===== src/rtl/dsp_window_accum.sv =====
// dsp_window_accum
// Sums signed products over windows of WIN_LEN valid samples and counts the
// pattern hits in each window. Each window result is held in a valid/ready
// output register. If a window closes while the previous result has not been
// accepted, the new result is dropped and ovf_o is set (sticky).
//
// Optional feature macro: ACC_SAT_EN
//   defined   -> every add saturates, and sat_o reports a clamp in the window
//   undefined -> the sum wraps modulo 2^ACC_W, and sat_o stays 0
//
// Ports
//   clk_i, rst_i          clock, synchronous active-high reset
//   start_i               begin a window run (sampled only in IDLE)
//   cont_i                re-arm after each window close
//   valid_i/prod_i/match_i  input sample, its signed product and its hit flag
//   out_valid_o/out_ready_i output handshake
//   acc_o, hits_o, sat_o  window result
//   busy_o                high while in RUN
//   ovf_o                 sticky flag: a result was dropped
module dsp_window_accum #(
  parameter int P_W     = 43,
  parameter int ACC_W   = 48,
  parameter int WIN_LEN = 16,
  localparam int CNT_W  = $clog2(WIN_LEN+1)
) (
  input  logic                    clk_i,
  input  logic                    rst_i,
  input  logic                    start_i,
  input  logic                    cont_i,
  input  logic                    valid_i,
  input  logic signed [P_W-1:0]   prod_i,
  input  logic                    match_i,
  output logic                    out_valid_o,
  input  logic                    out_ready_i,
  output logic signed [ACC_W-1:0] acc_o,
  output logic [CNT_W-1:0]        hits_o,
  output logic                    busy_o,
  output logic                    ovf_o,
  output logic                    sat_o
);

  typedef enum logic {IDLE, RUN} state_t;

  state_t                  state_q, state_d;
  logic signed [ACC_W-1:0] acc_q, acc_d, acco_q, acco_d;
  logic [CNT_W-1:0]        cnt_q, cnt_d, hit_q, hit_d, hitso_q, hitso_d;
  logic                    ov_q, ov_d, ovf_q, ovf_d;
  logic                    satw_q, satw_d, sato_q, sato_d;

  logic signed [ACC_W-1:0] p_ext, add_res;
  logic                    add_sat;
  logic [CNT_W-1:0]        hit_inc;
  logic                    accept, close;

  assign p_ext = ACC_W'(prod_i);

`ifdef ACC_SAT_EN
  // One guard bit: the add overflowed when the top two bits disagree; the
  // guard bit then holds the true sign and selects the clamp direction.
  logic signed [ACC_W:0] wide;
  assign wide    = {acc_q[ACC_W-1], acc_q} + {p_ext[ACC_W-1], p_ext};
  assign add_sat = wide[ACC_W] ^ wide[ACC_W-1];
  assign add_res = !add_sat ? wide[ACC_W-1:0] :
                   wide[ACC_W] ? {1'b1, {(ACC_W-1){1'b0}}}
                               : {1'b0, {(ACC_W-1){1'b1}}};
`else
  assign add_res = acc_q + p_ext;
  assign add_sat = 1'b0;
`endif

  assign hit_inc = hit_q + CNT_W'(match_i);
  assign accept  = ov_q && out_ready_i;
  assign close   = (state_q == RUN) && valid_i && (cnt_q == CNT_W'(WIN_LEN-1));

  always_comb begin
    state_d = state_q;
    acc_d   = acc_q;
    cnt_d   = cnt_q;
    hit_d   = hit_q;
    satw_d  = satw_q;
    ov_d    = ov_q;
    acco_d  = acco_q;
    hitso_d = hitso_q;
    sato_d  = sato_q;
    ovf_d   = ovf_q;

    if (accept) ov_d = 1'b0;

    case (state_q)
      IDLE: if (start_i) begin
        state_d = RUN;
        acc_d   = '0;
        cnt_d   = '0;
        hit_d   = '0;
        satw_d  = 1'b0;
        ovf_d   = 1'b0;
      end
      RUN: if (valid_i) begin
        acc_d  = add_res;
        cnt_d  = cnt_q + 1'b1;
        hit_d  = hit_inc;
        satw_d = satw_q | add_sat;
        if (close) begin
          // A slot is free if empty, or if it is being emptied this cycle.
          if (!ov_q || accept) begin
            ov_d    = 1'b1;
            acco_d  = add_res;
            hitso_d = hit_inc;
            sato_d  = satw_q | add_sat;
          end else begin
            ovf_d = 1'b1;
          end
          acc_d  = '0;
          cnt_d  = '0;
          hit_d  = '0;
          satw_d = 1'b0;
          if (!cont_i) state_d = IDLE;
        end
      end
      default: state_d = IDLE;
    endcase
  end

  always_ff @(posedge clk_i) begin
    if (rst_i) begin
      state_q <= IDLE;
      acc_q   <= '0;
      cnt_q   <= '0;
      hit_q   <= '0;
      satw_q  <= 1'b0;
      ov_q    <= 1'b0;
      acco_q  <= '0;
      hitso_q <= '0;
      sato_q  <= 1'b0;
      ovf_q   <= 1'b0;
    end else begin
      state_q <= state_d;
      acc_q   <= acc_d;
      cnt_q   <= cnt_d;
      hit_q   <= hit_d;
      satw_q  <= satw_d;
      ov_q    <= ov_d;
      acco_q  <= acco_d;
      hitso_q <= hitso_d;
      sato_q  <= sato_d;
      ovf_q   <= ovf_d;
    end
  end

  assign out_valid_o = ov_q;
  assign acc_o       = acco_q;
  assign hits_o      = hitso_q;
  assign busy_o      = (state_q == RUN);
  assign ovf_o       = ovf_q;
  assign sat_o       = sato_q;

endmodule

===== config.mk =====
export PLATFORM = sky130hd
export DESIGN_NAME = dsp_window_accum
export DESIGN_NICKNAME = d
export VERILOG_FILES = /design/src/rtl/dsp_window_accum.sv
export SDC_FILE = /design/constraint.sdc
export NUM_CORES = 1
export LEC_CHECK = 0
export CAP_MARGIN = 20
export CELL_PAD_IN_SITES_DETAIL_PLACEMENT = 0
export CELL_PAD_IN_SITES_GLOBAL_PLACEMENT = 2
export CORE_UTILIZATION = 32
export CTS_BUF_LIST = sky130_fd_sc_hd__clkbuf_16
export DETAILED_ROUTE_END_ITERATION = 8
export PLACE_DENSITY = 0.91
export REMOVE_ABC_BUFFERS = 1
export SLEW_MARGIN = 20
export SYNTH_ARGS = -nofsm -noshare
export SYNTH_HDL_FRONTEND = slang
export SYNTH_SLANG_ARGS = --single-unit

===== constraint.sdc =====
create_clock -name clk_i -period 3.65 [get_ports clk_i]
set_input_delay 0.9125 -clock clk_i [delete_from_list [all_inputs] [get_ports clk_i]]
set_output_delay 0.9125 -clock clk_i [all_outputs]
set_load 0.02 [all_outputs]

==> results of run 1 <==
[layer usage]
layer / part of all wire, % / GRT usage, % / wire length [um] / vias up
met3: 5.2 / 4.080 / 1049 / 28
met4: 1.7 / 6.907 / 345 / 0
met5: 0 / 0 / 0 / -
met2: 46 / 31.40 / 9362 / 127
met1: 47 / 23.49 / 9389 / 3084
li1: - / - / - / 3474
[metrics by stage]
step           setup TNS, ps  worst slack, ps
2_1_floorplan              0            348.6
3_3_place_gp           -3829           -293.1
3_5_place_dp           -4244           -310.2
4_1_cts                    0            102.6
5_1_grt                    0            4.592
6_report                   0            164.4
[cells by family (layout without fill, tap and decap cells)]
group / after synthesis / after routing / synth area share [%]
compound gates: 266 / 266 / 25.31
xor+xnor: 51 / 51 / 6.486
fa+ha+maj: 51 / 51 / 9.375
buf+inv: 66 / 254 / 4.469
flops: 114 / 114 / 33.14
mux: 3 / 3 / 0.4542
other cells: 1 / 1 / 0.05445
simple gates: 311 / 311 / 20.71
[critical path, delay by kind of cell]
family / cells / cell delay, ps
and+or+nand+nor: 3 / 690
AOI/OAI and AO/OA: 6 / 1010
buffers and inverters: 3 / 670
adders and majority gates: 2 / 560
[how the worst min path moves through the flow]
stage	slack, ps	end	cells past startpoint
final	450	acc_q[41]	2
after global routing	460	acc_q[37]	2
after CTS	450	acc_q[41]	2
after detailed placement	440	acc_q[41]	2
after global placement	440	acc_q[45]	2
after floorplan	430	acc_q[29]	2
[cell usage after synthesis, types with 5 or more instances]
cell      count  share of area (%)
nand2b_1      5               0.45
buf_1         5               0.27
nor2b_1       6               0.55
a21oi_1      92                6.7
inv_1        12               0.65
clkbuf_1     41                2.2
xor2_1       22                2.8
nand4_1      18                1.6
o31ai_1       5               0.55
a22o_1        6               0.76
a22oi_1      27                2.9
nand2_1     135                7.4
ha_1         50                9.1
xnor2_1      29                3.7
dfxtp_1     114                 33
nor3_1        7               0.51
o21ai_0      14                1.0
a31oi_1      11                1.0
nor2_1       70                3.8
or4_1         9               0.98
a21o_1       28                3.1
o21ai_1      26                1.9
nand3_1      35                2.5
a211oi_1      9               0.98
o21bai_1      9               0.98
[final cells by class]
class / count / share of cell area, %
clock buffer: 17 / 4.517
clock inverter: 15 / 1.515
inverter: 12 / 0.4783
multi-input combinational: 683 / 45.84
sequential: 114 / 24.23
tap: 275 / 3.654
timing repair buffer: 210 / 19.77
[flip-flops by register name (all words and copies together), names as in the netlist]
name         count
acc_o           48
ovf_o            1
out_valid_o      1
busy_o           1
acc_q           48
hits_o           5
cnt_q            5
hit_q            5
[report_power, final]
part	internal, mW	leakage, nW	switching (mW)
logic	0.275	2.69	0.318
clock network	0.994	0.266	0.633
registers	1.27	0.921	0.0155
total	2.54	3.88	0.966
==> summary.txt, run 1 <==
status = completed
hold_buf cts = 0
clock skew = 6.741 ps
Min Hold Slack = 447.9 ps
pwr dens = 372.1 nW/um^2
Seq/Total Area, Yosys = 33.14%
Routed wire per std cell = 15.19 um
Vias = 6713
Ant. Diodes = 0
crit-path cells = clkdlybuf4s50_1 > ha_1 > inv_1 > fa_1 > nand2b_1 > a21oi_2 > o21a_1 > o31ai_1 > o21a_1 > o21ai_2 > buf_12 > a31oi_1 > or4_1 > nand3_1
gr usage total = 18.76%
Crit-path slowest cell = clkdlybuf4s50_1
final-report setup violation count = 0
placed cells = 1294
number of remaining DRC errors = 0
Finished Layout Cells = 1326
pin count of the biggest net entering global routing = 38
CTS tree = built
max_cap viols = 0
Longest Clk Path Bufs = 2
area delta synth->final = 36.76%
RSZ-0062 raised after global routing = no
cell area after synthesis = 6887 um^2
utilization after layout = 44.66%
VDD IR-drop max = 0.3436 mV
Distinct cells, synth = 73
Period Utilization, post-route = 95.50%
critical path type = in2reg
die height = 148.7 um
Detailed Routing Iterations Pass 1 = 4
number of flops mapped to enable cells by yosys = 0
Crit path required time = 4010 ps
Crit path top cell by count = o21a_1
PortBufs = 105
Clock Root Buffer = clkbuf_16
first-pass GRT wire length = 32780 um
Worst setup EP type = flip-flop
Synth Instances = 863
H-tree Lvls = 4
filler instances = 2156
Min-Delay Startpoint = acc_q[41]
postcts setup bufs = 0
Max Fclk = 286.9 MHz
Final Total Pwr = 3.505 mW
initial core utilization = 32.66%
layout cells sized above 1 = 15.60%
final hold vios = 0
Final Max Tran Viols = 0
Detailed Route WL = 20150 um
initial drt markers = 294
CP arrival = 3850 ps
R2R depth = 13
asr flop ratio synth = 0%
core area = 21090 um^2
number of global-route vias before repair = 6651
Mean Syn Cell Area = 7.980 um^2
initial antenna violation count = 0
crit start category = input pin
via density per instance = 5.063
most frequent cells in the layout = nand2_1, dfxtp_1, clkdlybuf4s50_1, buf_4, a21oi_1
Yosys reg bits = 114
full die area = 22110 um^2
minimum clock period = 3486 ps
Worst Setup SP = prod_i[0]
worst r2r dst = acc_o[38]
max_slew headroom = 59.11%
total congestion overflow = 0
most common cell after layout, fill and taps aside = nand2_1
CP endpoint = acc_o[38]
Post-synth top flop = dfxtp_1
worst min path class = reg2reg
gp weighted congestion = 0.8582
DPL Wire Length = 14800 um
beginning of the worst register-to-register path = acc_q[0]
Reg area = 2282 um^2
CTS resizes = 0
multi-input logic area = 4317 um^2
insertion delay to the later sink of the worst-skew pair = 420 ps
DRT antenna net count = 0
slowest stage delay, CP = 470 ps
CP Max Fanout = 8
total leakage power = 3.879 nW
Final #Nets = 1139
Clock transition at path regs = 60 ps
DP Area = 8846 um^2
yosys warns = 0
CTS sink count = 114
I/O Pins = 107
Num CTS Buffers = 17
reg2reg setup slack = 790 ps
Die Wd = 148.7 um
post-route cell area = 9418 um^2
Rows = 53
Worst-Margin Slew = 611.8 ps
(Power assumes the default switching activity.)
==> run 2, diff against run 1 <==
--- a/config.mk
+++ b/config.mk
@@ -11,9 +11,11 @@
 export CORE_UTILIZATION = 32
 export CTS_BUF_LIST = sky130_fd_sc_hd__clkbuf_16
 export DETAILED_ROUTE_END_ITERATION = 8
+export MAX_ROUTING_LAYER = met4
 export PLACE_DENSITY = 0.91
 export REMOVE_ABC_BUFFERS = 1
 export SLEW_MARGIN = 20
 export SYNTH_ARGS = -nofsm -noshare
 export SYNTH_HDL_FRONTEND = slang
 export SYNTH_SLANG_ARGS = --single-unit
+export TNS_END_PERCENT = 10
==> constraint.sdc (replaced) <==
create_clock -name clk_i -period 3.33 [get_ports clk_i]
set_input_delay 0.8325 -clock clk_i [delete_from_list [all_inputs] [get_ports clk_i]]
set_output_delay 0.8325 -clock clk_i [all_outputs]
set_load 0.02 [all_outputs]
==> summary.txt, run 2 (synthesis results as in run 1) <==
RSZ-0062 raised after global routing = yes
max_slew headroom = 60.21%
worst setup slack after placement = -465.5 ps
routed wl met2 = 9779 um
I/O Pins = 107
Longest Clk Path Bufs = 2
Clock Root Buffer = clkbuf_16
slowest stage delay, CP = 410 ps
CP Max Fanout = 5
crit start category = input pin
initial core utilization = 32.66%
H-tree Lvls = 4
Period Utilization, post-route = 97.79%
max_cap viols = 0
pin count of the biggest net entering global routing = 71
crit-path cells = clkdlybuf4s50_1 > ha_1 > a21o_1 > a211o_1 > o21a_1 > o31ai_2 > o21a_1 > o21ai_2 > buf_4 > a31oi_2 > buf_4 > xor2_1 > o21ai_1
initial drt markers = 293
routed length on met3 = 817 um
worst min path class = reg2reg
Final Max Tran Viols = 0
worst setup margin = 73.70 ps
Crit-path slowest cell = clkdlybuf4s50_1
Routed wire per std cell = 15.30 um
PortBufs = 105
Detailed Routing Iterations Pass 1 = 4
Die Wd = 148.7 um
gp weighted congestion = 0.8849
Worst setup EP type = flip-flop
CTS sink count = 114
postcts setup bufs = 0
Num CTS Buffers = 17
status = completed
minimum clock period = 3256 ps
Max Fclk = 307.1 MHz
Clock transition at path regs = 60 ps
clock skew = 8.629 ps
Top Metal Used = met4
Final #Nets = 1184
Crit path required time = 3610 ps
first-pass GRT wire length = 34730 um
full die area = 22110 um^2
total congestion overflow = 0
critical path type = in2reg
DPL Wire Length = 15270 um
VDD IR-drop max = 0.3431 mV
M1 WL = 10060 um
Vias = 6919
reg2reg setup slack = 610 ps
die height = 148.7 um
area delta synth->final = 44.55%
core area = 21090 um^2
utilization after layout = 47.21%
number of global-route vias before repair = 6985
via density per instance = 5.047
pwr dens = 414.7 nW/um^2
final-report setup violation count = 0
total leakage power = 4.179 nW
CTS tree = built
Ant. Diodes = 0
insertion delay to the later sink of the worst-skew pair = 420 ps
Rows = 53
CP arrival = 3540 ps
most frequent cells in the layout = buf_4, nand2_1, dfxtp_1
Detailed Route WL = 20970 um
initial antenna violation count = 0
DRT antenna net count = 0
most common cell after layout, fill and taps aside = buf_4
layout cells sized above 1 = 21.08%
Worst-Margin Slew = 595.5 ps
gr usage total = 20.43%
number of remaining DRC errors = 0
final hold vios = 0
==> run 2: stage by stage <==
stage / std cells / instance area (um^2) / total power [mW] / hold WS [ps] / TNS [ps]
final: 1371 / 9955 / 4.128 / 447.1 / 0
after global routing: 1371 / 9955 / 4.300 / 471.9 / -289.9
after CTS: 1371 / 9821 / 4.147 / 450.3 / 0
after detailed placement: 1339 / 9171 / 2.119 / 442.0 / -14940
after global placement: 1339 / 9171 / 2.115 / 436.4 / -13860
after floorplan: 809 / 6624 / 1.785 / 429.1 / 0
==> run 2: worst paths after layout <==
check | startpoint | end | depth (start not counted)
max | prod_i[5] | acc_q[38] | 13
min reg2reg | acc_q[41] | acc_q[41] | 2
max reg2reg | acc_q[5] | acc_q[38] | 12
min | acc_q[41] | acc_q[41] | 2
==> run 2: timing repair <==
action                                  4_1_cts  5_1_grt
gates resized for setup                       2       26
pin swaps                                     0       13
endpoints found under the setup margin        4       31
hold buffers                                  0        0
==> run 2: area by class of cell <==
type	count	area, um^2
clock buffer	17	425.4
clock inverter	15	214.0
fill	2081	11130
inverter	12	45.04
multi-input combinational	683	4454
sequential	114	2282
tap	275	344.1
timing repair buffer	255	2190
==> run 2: metal layers <==
layer | track usage (%) | vias to the layer above
met2 | 33.22 | 119
li1 | - | 3548
met1 | 25.62 | 3231
met4 | 6.340 | 0
met5 | - | -
met3 | 3.620 | 21
==> run 2: worst max-delay path, delay by kind of cell <==
| family | cells | cell delay (ps) |
|---|---|---|
| XOR/XNOR | 1 | 150 |
| AO/OA/AOI/OAI | 8 | 1520 |
| buffers and inverters | 3 | 720 |
| adder cells (fa/ha/maj) | 1 | 310 |
==> run 2: power breakdown <==
group	internal, mW	switching, mW	total, mW
Combinational	0.333	0.369	0.702
Sequential	1.39	0.0179	1.41
Clock	1.32	0.695	2.02
Total	3.05	1.08	4.13
